$ cat src/rtl/fetch.sv
// Instruction fetch unit: sequential word fetch over a req/gnt port with in-order responses.
// Define FETCH_MISALIGN_TRAP_EN to trap misaligned redirects into a sticky HALT state.
module fetch #(
    parameter logic [31:0] RESET_PC        = 32'h0000_0000,
    parameter int unsigned MAX_OUTSTANDING = 2
) (
    input  logic        clk,
    input  logic        reset,
    input  logic        pc_v_x,
    input  logic [31:0] pc_x,
    output logic        imem_req,
    output logic [31:0] imem_addr,
    input  logic        imem_gnt,
    input  logic        imem_rvalid,
    input  logic [31:0] imem_rdata,
    output logic [31:0] pc_i,
    output logic        inst_v_i,
    output logic [31:0] inst_i
`ifdef FETCH_MISALIGN_TRAP_EN
    ,
    output logic        fetch_err
`endif
);
    localparam int unsigned CntW = $clog2(MAX_OUTSTANDING + 1);
    localparam int unsigned PtrW = (MAX_OUTSTANDING > 1) ? $clog2(MAX_OUTSTANDING) : 1;
    localparam logic [CntW-1:0] MaxCnt  = CntW'(MAX_OUTSTANDING);
    localparam logic [PtrW-1:0] LastPtr = PtrW'(MAX_OUTSTANDING - 1);

    logic [31:0]     fetch_pc_q, fetch_pc_d;
    logic [CntW-1:0] out_cnt_q, out_cnt_d;
    logic [CntW-1:0] drop_cnt_q, drop_cnt_d;
    logic [PtrW-1:0] wr_ptr_q, wr_ptr_d;
    logic [PtrW-1:0] rd_ptr_q, rd_ptr_d;
    logic [31:0]     pcq_q [MAX_OUTSTANDING];
    logic            out_v_q, out_v_d;
    logic [31:0]     pc_q, pc_d;
    logic [31:0]     inst_q, inst_d;
    logic            run;
    logic            push;
    logic            pop;
    logic            drop_rsp;

`ifdef FETCH_MISALIGN_TRAP_EN
    typedef enum logic {StRun, StHalt} state_e;

    state_e state_q, state_d;
    logic   err_q, err_d;

    always_ff @(posedge clk) begin
        if (reset) begin
            state_q <= StRun;
            err_q   <= 1'b0;
        end else begin
            state_q <= state_d;
            err_q   <= err_d;
        end
    end

    always_comb begin
        state_d = state_q;
        err_d   = err_q;
        case (state_q)
            StRun: begin
                if (pc_v_x && (pc_x[1:0] != 2'b00)) begin
                    state_d = StHalt;
                    err_d   = 1'b1;
                end
            end
            StHalt: state_d = StHalt;
        endcase
    end

    assign run       = (state_q == StRun);
    assign fetch_err = err_q;
`else
    logic unused_pc_x_lsb;
    assign unused_pc_x_lsb = ^pc_x[1:0];
    assign run             = 1'b1;
`endif

    // A response frees a slot in the same cycle, so a full window can still issue.
    assign imem_req  = ~reset & run & ~pc_v_x & ((out_cnt_q < MaxCnt) | imem_rvalid);
    assign imem_addr = fetch_pc_q;
    assign push      = imem_req & imem_gnt;
    assign pop       = imem_rvalid;
    assign drop_rsp  = (drop_cnt_q != '0);

    always_comb begin
        fetch_pc_d = fetch_pc_q;
        drop_cnt_d = drop_cnt_q;
        wr_ptr_d   = wr_ptr_q;
        rd_ptr_d   = rd_ptr_q;
        pc_d       = pc_q;
        inst_d     = inst_q;
        out_cnt_d  = out_cnt_q + CntW'(push) - CntW'(pop);
        out_v_d    = imem_rvalid & ~drop_rsp & ~pc_v_x & run;

        if (push) begin
            fetch_pc_d = fetch_pc_q + 32'd4;
            wr_ptr_d   = (wr_ptr_q == LastPtr) ? '0 : wr_ptr_q + PtrW'(1);
        end
        if (pop) begin
            rd_ptr_d = (rd_ptr_q == LastPtr) ? '0 : rd_ptr_q + PtrW'(1);
        end

        // Every response still in flight after this cycle belongs to the wrong path.
        if (pc_v_x) begin
            fetch_pc_d = {pc_x[31:2], 2'b00};
            drop_cnt_d = out_cnt_q - CntW'(imem_rvalid);
        end else if (pop && drop_rsp) begin
            drop_cnt_d = drop_cnt_q - CntW'(1);
        end

        if (out_v_d) begin
            pc_d   = pcq_q[rd_ptr_q];
            inst_d = imem_rdata;
        end
    end

    always_ff @(posedge clk) begin
        if (reset) begin
            fetch_pc_q <= RESET_PC;
            out_cnt_q  <= '0;
            drop_cnt_q <= '0;
            wr_ptr_q   <= '0;
            rd_ptr_q   <= '0;
            out_v_q    <= 1'b0;
            pc_q       <= '0;
            inst_q     <= '0;
        end else begin
            fetch_pc_q <= fetch_pc_d;
            out_cnt_q  <= out_cnt_d;
            drop_cnt_q <= drop_cnt_d;
            wr_ptr_q   <= wr_ptr_d;
            rd_ptr_q   <= rd_ptr_d;
            out_v_q    <= out_v_d;
            pc_q       <= pc_d;
            inst_q     <= inst_d;
        end
    end

    always_ff @(posedge clk) begin
        if (push) begin
            pcq_q[wr_ptr_q] <= fetch_pc_q;
        end
    end

    always_ff @(posedge clk) begin
        if (!reset) begin
            assert (!(imem_rvalid && (out_cnt_q == '0)));
        end
    end

    assign inst_v_i = out_v_q & ~pc_v_x;
    assign pc_i     = pc_q;
    assign inst_i   = inst_q;

endmodule

$ cat config.mk
export PLATFORM = sky130hd
export DESIGN_NAME = fetch
export DESIGN_NICKNAME = d
export VERILOG_FILES = /design/src/rtl/fetch.sv
export SDC_FILE = /design/constraint.sdc
export NUM_CORES = 1
export LEC_CHECK = 0
export CAP_MARGIN = 10
export CORE_UTILIZATION = 46
export DETAILED_ROUTE_END_ITERATION = 6
export PLACE_DENSITY = 0.76
export SLEW_MARGIN = 5
export SYNTH_ARGS = -nofsm -noshare
export SYNTH_HDL_FRONTEND = slang
export SYNTH_SLANG_ARGS = --single-unit
export TNS_END_PERCENT = 20
$ cat constraint.sdc
create_clock -name clk -period 9.4 [get_ports clk]
set_clock_uncertainty 0.05 [all_clocks]
set_input_delay 1.88 -clock clk [delete_from_list [all_inputs] [get_ports clk]]
set_output_delay 1.88 -clock clk [all_outputs]
set_load 0.02 [all_outputs]
**Word-level counts from Yosys, hierarchy flattened**

Memory sizes are Yosys's and may differ from the RTL's. A register that Yosys moved wholly into a read port is not among the register bits.
Cells that the tools add are included.

- Memories kept: 1
- Bits in writable memories: 64
- Bits of input ports: 69
- Word-level logic and storage cells: 40
- Output and inout port bits: 98
- Register bits: 71

Memory list:

| name | words | bits a word | read ports | clocked after memory_dff | write ports | RTL line | RTL |
|---|---|---|---|---|---|---|---|
| pcq_q | 2 | 32 | 1 | 1 | 1 | 34 | `logic [31:0] pcq_q [MAX_OUTSTANDING];` |

- Multiplexer cells: 8
- Order comparisons: 1
- Reduce and logical (&&, ||, !) cells: 5
- Add/sub/neg operators: 7
- Bitwise gates (word level): 10

Operators by type and width:

| operator | number |
|---|---|
| $mux W32 | 2 |
| $add A32 B3 Y32 const B | 1 |
| $and A1 B1 Y1 | 6 |
| $reduce_bool A2 Y1 | 3 |
| $mux W1 | 4 |
| $mux W2 | 2 |
| $sub A2 B1 Y2 | 2 |
| $not A1 Y1 | 3 |
| $add A1 B1 Y1 const B | 2 |
| $add A2 B1 Y2 | 1 |
| $lt A2 B2 Y1 const B | 1 |
| $reduce_or A2 Y1 | 1 |
| $sub A2 B1 Y2 const B | 1 |
| $logic_and A1 B1 Y1 | 1 |
| $or A1 B1 Y1 | 1 |

**Depth between registers and ports, before layout**

Gate-level depths: netlist of run 1.

- Depth in word-level cells: 6
- Gate-level depth with buffers: 9
- Depth with buffers taken out: 8

**Worst setup path after synthesis of run 1**

OpenSTA, ideal clock, no wires.

- Path type: input to output
- Start point: input port pc_v_x
- End point: output port inst_v_i
- Required time: 7.470 ns
- Stages on the path: 3
- Buffers on the path: 2
- Slack: 4.869 ns
- Data arrival time: 2.601 ns
- Path through: clkbuf_1 clkbuf_1 nor2b_1

- Word-level cells in the longest chain between the ends: 2

RTL lines:

| element | RTL line | RTL |
|---|---|---|
| start: declaration | 9 | `input logic pc_v_x,` |
| $not A1 Y1 | 154 | `assign inst_v_i = out_v_q & ~pc_v_x;` |
| $and A1 B1 Y1 | 154 |  |
| end: declaration | 17 | `output logic inst_v_i,` |

Every way passes these cells.

**Final worst setup path of run 1**

- Start point: input port reset
- End point: output port imem_req

- Word-level cells in the longest chain between the ends: 3

RTL lines:

| element | RTL line | RTL |
|---|---|---|
| start: declaration | 8 | `input logic reset,` |
| $not A1 Y1 | 82 | `assign imem_req = ~reset & run & ~pc_v_x & ((out_cnt_q < MaxCnt) \| imem_rvalid);` |
| $and A1 B1 Y1 (2 in series) | 82 |  |
| end: declaration | 11 | `output logic imem_req,` |

Every way passes these cells.

==> results of run 1 <==
==> where the power goes <==
part / internal [mW] / total (mW) / switching [mW] / leakage, nW
Sequential: 0.754 / 0.795 / 0.0410 / 1.37
Clock: 0.414 / 0.677 / 0.263 / 0.283
Combinational: 0.113 / 0.229 / 0.116 / 1.30
Total: 1.28 / 1.70 / 0.420 / 2.95
==> area by class of cell <==
class                   instances  area (sq um)
flip-flops and latches        159          3780
multi-input cells             413          2520
inverters                      11          41.3
well taps                     180           225
clock inverters                12           143
fillers                      1100          5070
repair buffers                167          1660
clock buffers                  20           437
==> per-layer routing <==
layer	up-vias	GRT usage, %	wire length (um)
li1	2592	-	-
met1	2529	26.8	6560
met2	200	37.7	8030
met3	34	5.69	1050
met4	0	11.0	437
met5	-	0	0
==> placed cells by master, fill, tap and decap left out, types with 8 or more instances in the layout <==
| cell type | synthesis | routed |
|---|---|---|
| nand2_1 | 80 | 80 |
| dfxtp_1 | 99 | 98 |
| nand4_1 | 14 | 14 |
| inv_1 | 10 | 10 |
| edfxtp_1 | 60 | 60 |
| a31oi_1 | 8 | 8 |
| a211oi_1 | 40 | 40 |
| nand3_1 | 15 | 15 |
| or4_1 | 10 | 10 |
| a311oi_1 | 12 | 12 |
| a21oi_1 | 35 | 35 |
| clkbuf_16 | 0 | 17 |
| nor2b_1 | 8 | 8 |
| clkdlybuf4s50_1 | 0 | 159 |
| mux2i_1 | 30 | 30 |
| and2_1 | 9 | 9 |
| nor2_1 | 59 | 58 |
| xor2_1 | 8 | 8 |
==> flip-flops by register name, summed over array words and instances (netlist names) <==
name and flops:
imem_addr 30, rd_ptr_q 1, pcq_q 60, wr_ptr_q 1, inst_i 32, drop_cnt_q 2
out_cnt_q 2, out_v_q 1, pc_i 30
==> through the flow <==
step	std cells	total power, mW	util (%)	cell area, sq um
floorplan	629	0.927	-	6570
global placement	929	1.03	59.2	8210
finish	962	1.70	63.4	8810
detailed placement	929	1.04	59.2	8210
global route	962	1.76	63.4	8810
CTS	961	1.71	63.3	8790
==> worst reg2reg max path, stage by stage, from the launching register on <==
cell      delay (ns)
dfxtp_1         0.49
nand3_2         0.23
or4_1           0.74
or4_1           0.53
a311oi_1        0.26
==> path summary, 6_finish.rpt <==
kind,start,endpoint,slack (ns),cells after the start
setup reg to reg,imem_addr[14],imem_addr[19],7.00,4
setup / recovery,reset,imem_req,3.76,4
hold / removal,inst_i[5],inst_i[5],0.40,2
hold reg to reg,inst_i[5],inst_i[5],0.40,2
==> Yosys cell counts, types with 4 or more instances <==
library cell  number  share of area [%]
a211oi_1          40                4.6
a21oi_1           35                2.7
a311oi_1          12                1.6
a31oi_1            8               0.76
and2_1             9               0.86
and3_1             5               0.48
buf_4              4               0.46
clkbuf_1          32                1.8
dfxtp_1           99                 30
edfxtp_1          60                 27
ha_1               5               0.95
inv_1             10               0.57
mux2i_1           30                4.6
nand2_1           80                4.6
nand2b_1           4               0.38
nand3_1           15                1.1
nand4_1           14                1.3
nor2_1            59                3.4
nor2b_1            8               0.76
nor4_1             7               0.67
o211ai_1           7               0.80
o311ai_0           4               0.53
o31ai_1            6               0.69
or3_1              6               0.57
or4_1             10                1.1
xnor2_1            5               0.67
xor2_1             8                1.1
==> cells by family (layout without fill, tap and decap cells) <==
kind of cell,after synthesis,in the layout
AND/OR/NAND/NOR,237,237
flip-flops,159,159
multiplexers,30,30
other,1,4
XOR/XNOR,13,13
AO/OA/AOI/OAI,124,124
buffers and inverters,57,210
adder cells (fa/ha/maj),5,5
==> reports/metrics.csv, run 1 <==
stage,metric,value,unit
floorplan,row cnt,43,
setup_path,CP Capture Type,output pin,
placement,routability cong.,0.821,
sta,RSZ-0062 raised after global routing,no,
synth,Synth Warn #,0,
synth,Yosys reg bits,159,
floorplan,die outline height,121,um
power,pwr/cell area,193,mW/mm^2
sta,hold_ws,0.405,ns
floorplan,I/O pin total,167,
synth,Synth Flop Type,dfxtp_1,
sta,final clock period utilization by the worst path,60.1,%
setup_path,critical path class,in2out,
placement,Post-DP HPWL,10800,um
global_route,first-pass GRT wire length,25400,um
placement,buffers added on ports,160,
setup_path,Max Fanout on Critical Path,101,
route,DR iter-0 viols,383,
synth,Synth Area in Compound Gates,13.1,%
cts,postcts setup bufs,0,
global_route,largest net degree at the start of global routing,102,
route,drt wl/cell,16.7,um
synth,Mapped Cells,626,
power,Peak VDD IR,0.119,mV
power,LEAKAGE,2.95,nW
synth,mux cell area share after synthesis,4.58,%
synth,Post-Synth XOR/XNOR Area,1.74,%
cts,CTS Hold Bufs,0,
sta,setup ws final,3.76,ns
run_status,status,"finished, final reports clean",
sta,fmax,177,MHz
cts,CTS tree,done,
synth,largest family of logic cells by synthesized area,simple AND/OR/NAND/NOR gates,
cts,H-Tree Level Count,4,
route,Via Count,5355,
placement,Place WS,3.78,ns
synth,"EDFF count, synth",60,
route,TritonRoute pass-1 iters,5,
synth,ys async rst share,0,%
global_route,antenna violations before repair,0,
cts,CTS max path bufs,2,
sta,Slew headroom,26.0,%
sta,setup TNS,0,ns
setup_path,CP top delay family,buffers and inverters,
sta,Final Max Tran Viols,0,
sta,Final Critical Period,5.64,ns
sta,Final Setup Violations,0,
synth,Synth Area in Simple Gates,17.7,%
min_path,Hold/Removal Path Class,reg2reg,
setup_path,crit-path max cell delay,0.77,ns
synth,Syn Area/Cell,10.5,sq um
cells_and_area,"Net count, final",843,
setup_path,crit path DAT,3.71,ns
synth,"Seq/Total Area, Yosys",57.7,%
cells_and_area,share of cells above drive strength 1,6.39,%
route,WL final,16100,um
cells_and_area,Antenna Diode Count,0,
cts,worst skew pair latency,0.42,ns
route,final antenna-violating net count,0,
synth,Mapped Area,0.00655,sq mm
flow_run,max-cap viol count,0,
setup_path,Critical path buffers and inverters,2,
route,Residual DRC,0,
setup_path,worst-path cell chain,buf_4 > or2_2 > nor2_1 > clkdlybuf4s50_1,
global_route,grt ovf,0,
cts,"Reg clk slew, reported paths",0.06,ns
cts,post-CTS sizing,0,
floorplan,Initial Util,47.2,%
synth,post-synthesis cell type count,55,
sta,final hold vios,0,
cts,Num CTS Buffers,17,
floorplan,die footprint,0.0147,sq mm
cts,CTS sink count,159,
route,vias per cell,5.57,
cts,root buffer cell,clkbuf_16,
global_route,total track usage,22.5,%
floorplan,core area,0.0139,sq mm
sta,Worst-Margin Slew,1.11,ns
setup_path,crit path max-delay cell type,buf_4,
setup_path,WP data required,7.47,ns
synth,Synth Area in Adders,0.955,%
floorplan,die width,121,um
cells_and_area,area grow syn2layout,34.4,%
global_route,vias in the first global route,5120,
setup_path,CP Launch Type,primary input,
Note: power is estimated with default switching activity, not from simulation.
==> run 2: changes to the inputs <==
--- a/config.mk
+++ b/config.mk
@@ -6,7 +6,7 @@
 export NUM_CORES = 1
 export LEC_CHECK = 0
 export CAP_MARGIN = 10
-export CORE_UTILIZATION = 46
+export CORE_UTILIZATION = 44
 export DETAILED_ROUTE_END_ITERATION = 6
 export PLACE_DENSITY = 0.76
 export SLEW_MARGIN = 5
==> constraint.sdc (replaced) <==
create_clock -name clk -period 4.7 [get_ports clk]
set_clock_uncertainty 0.05 [all_clocks]
set_input_delay 0.94 -clock clk [delete_from_list [all_inputs] [get_ports clk]]
set_output_delay 0.94 -clock clk [all_outputs]
set_load 0.02 [all_outputs]
==> run 2 against run 1 <==
Compared with the run above: via count grew 0.82%; core utilization decreased by 2.1 points; total power grew 110%; sequential share of layout area fell by 0.51 points; sequential power rose by 100%; global-route usage is 0.54 points lower; non-clock buffer count grew 2; clock-buffer cell count unchanged; critical path depth unchanged; die area grew 4.5%; sequential cell count stayed put.
==> reports/metrics.csv, run 2 (synthesized netlist as in run 1, its figures left out) <==
stage,metric,value,unit
run_status,status,"finished, final reports clean",
global_route,grt ovf,0,
setup_path,FF-to-FF setup slack,2.32,ns
route,final antenna-violating net count,0,
sta,Slew headroom,28.2,%
power,Logic pwr share,12.8,%
cts,H-Tree Level Count,4,
cells_and_area,area grow syn2layout,36.0,%
setup_path,WP data required,3.71,ns
global_route,first-pass GRT wire length,25600,um
cts,"Reg clk slew, reported paths",0.06,ns
sta,final hold vios,0,
setup_path,Crit path top cell by count,clkdlybuf4s50_1,
setup_path,crit path max-delay cell type,clkdlybuf4s50_1,
min_path,WHS Path Cells,2,
floorplan,Initial Util,45.1,%
route,vias per cell,5.58,
cells_and_area,Layout fillers,1162,
cts,CTS sink count,159,
cts,CTS max path bufs,2,
power,clock power share,42.8,%
power,sequential power share,44.3,%
route,Residual DRC,0,
sta,Final Max Tran Viols,0,
floorplan,row cnt,44,
floorplan,core area,0.0145,sq mm
cts,Num CTS Buffers,17,
sta,Final Setup Violations,0,
setup_path,Max Fanout on Critical Path,8,
power,LEAKAGE,2.99,nW
cells_and_area,largest reg by FF count,pcq_q,
setup_path,reg2reg start,imem_addr[15],
cts,postcts setup bufs,0,
cells_and_area,design area,0.00891,sq mm
min_path,Hold/Removal Path Class,reg2reg,
floorplan,I/O pin total,167,
setup_path,R2R cell count,4,
placement,Placed Area,0.00825,sq mm
power,Peak VDD IR,0.248,mV
power,Sw Ratio,23.7,%
global_route,largest net degree at the start of global routing,101,
placement,Post-DP HPWL,11200,um
cells_and_area,fin cells,968,
power,internal power,2.74,mW
route,WL final,16600,um
setup_path,crit-path max cell delay,0.64,ns
cells_and_area,max reg flops,60,
sta,Final Critical Period,3.62,ns
sta,RSZ-0062 raised after global routing,no,
flow_run,max-cap viol count,0,
placement,buffers added on ports,160,
cells_and_area,share of cells above drive strength 1,6.76,%
floorplan,die footprint,0.0154,sq mm
setup_path,CP Launch Type,primary input,
cts,CTS Hold Bufs,0,
cells_and_area,Antenna Diode Count,0,
placement,routability cong.,0.838,
min_path,Hold Path End,inst_i[0],
sta,fmax,276,MHz
cts,root buffer cell,clkbuf_16,
cells_and_area,"most common cell after layout, fill and taps aside",clkdlybuf4s50_1,
setup_path,CP Capture Type,output pin,
sta,final clock period utilization by the worst path,77.1,%
route,drt wl/cell,17.2,um
power,pwr/cell area,403,mW/mm^2
sta,setup TNS,0,ns
placement,placed insts,936,
route,TritonRoute pass-1 iters,5,
route,Via Count,5399,
setup_path,crit path DAT,2.63,ns
route,DR iter-0 viols,414,
setup_path,worst-path cell chain,clkdlybuf4s50_1 > nor2b_1 > nor2_1 > clkdlybuf4s50_1,
min_path,HP Start,inst_i[0],
cts,CTS tree,done,
sta,Worst-Margin Slew,1.08,ns
global_route,vias in the first global route,5202,
global_route,antenna violations before repair,0,
global_route,total track usage,22.0,%
cts,worst skew pair latency,0.42,ns
floorplan,die outline height,124,um
power,Net Sw Power,849,uW
floorplan,die width,124,um
setup_path,RR Endpoint,imem_addr[19],
setup_path,critical path class,in2out,
cells_and_area,most frequent cells in the layout,"clkdlybuf4s50_1 (159), dfxtp_1 (98), nand2_1 (80)",
cts,post-CTS sizing,0,
cells_and_area,"Net count, final",845,
## run 2: metrics by stage
step,setup slack (ns),total power [mW],utilization (%),hold slack (ns)
after detailed placement,1.08,2.08,56.8,0.396
after floorplan,1.31,1.85,-,0.448
final,1.08,3.59,61.3,0.401
after global placement,1.09,2.06,56.8,0.392
after global routing,0.964,3.71,61.3,0.418
after CTS,1.08,3.61,61.3,0.403
## run 2: worst max path at each step
stage | cells past startpoint | slack [ns] | start | endpoint
detailed placement | 4 | 1.08 | imem_rvalid | imem_req
global placement | 4 | 1.09 | imem_rvalid | imem_req
floorplan | 5 | 1.31 | reset | pcq_q[0][10]
global route | 4 | 0.96 | imem_rvalid | imem_req
CTS | 4 | 1.08 | imem_rvalid | imem_req
finish | 4 | 1.08 | imem_rvalid | imem_req
## run 2: cell type report
cell class / count / area [sq um] / area share [%]
flip-flops and latches: 159 / 3780 / 42.5
repair buffers: 169 / 1680 / 18.8
clock buffers: 20 / 447 / 5.01
well taps: 184 / 230 / 2.58
multi-input cells: 413 / 2520 / 28.2
inverters: 11 / 41.3 / 0.463
clock inverters: 12 / 214 / 2.40
## run 2: power by group through the flow
stage	logic, mW	clock network (mW)	registers [mW]
floorplan	0.201	0	1.65
global placement	0.448	0	1.61
detailed placement	0.460	0	1.62
finish	0.461	1.54	1.59
CTS	0.464	1.55	1.59
global route	0.500	1.61	1.60
## run 2: worst max-delay path, delay by kind of cell
family,cells,cell delay [ns]
buf+inv,2,1.27
simple gates,2,0.42
## run 2: metal layers
layer / vias to the layer above / GRT usage (%) / part of all wire (%)
met4: 0 / 9.38 / 2.2
met5: - / 0 / 0
met3: 28 / 6.59 / 6.8
met2: 211 / 37.3 / 50
li1: 2591 / - / -
met1: 2569 / 25.6 / 41
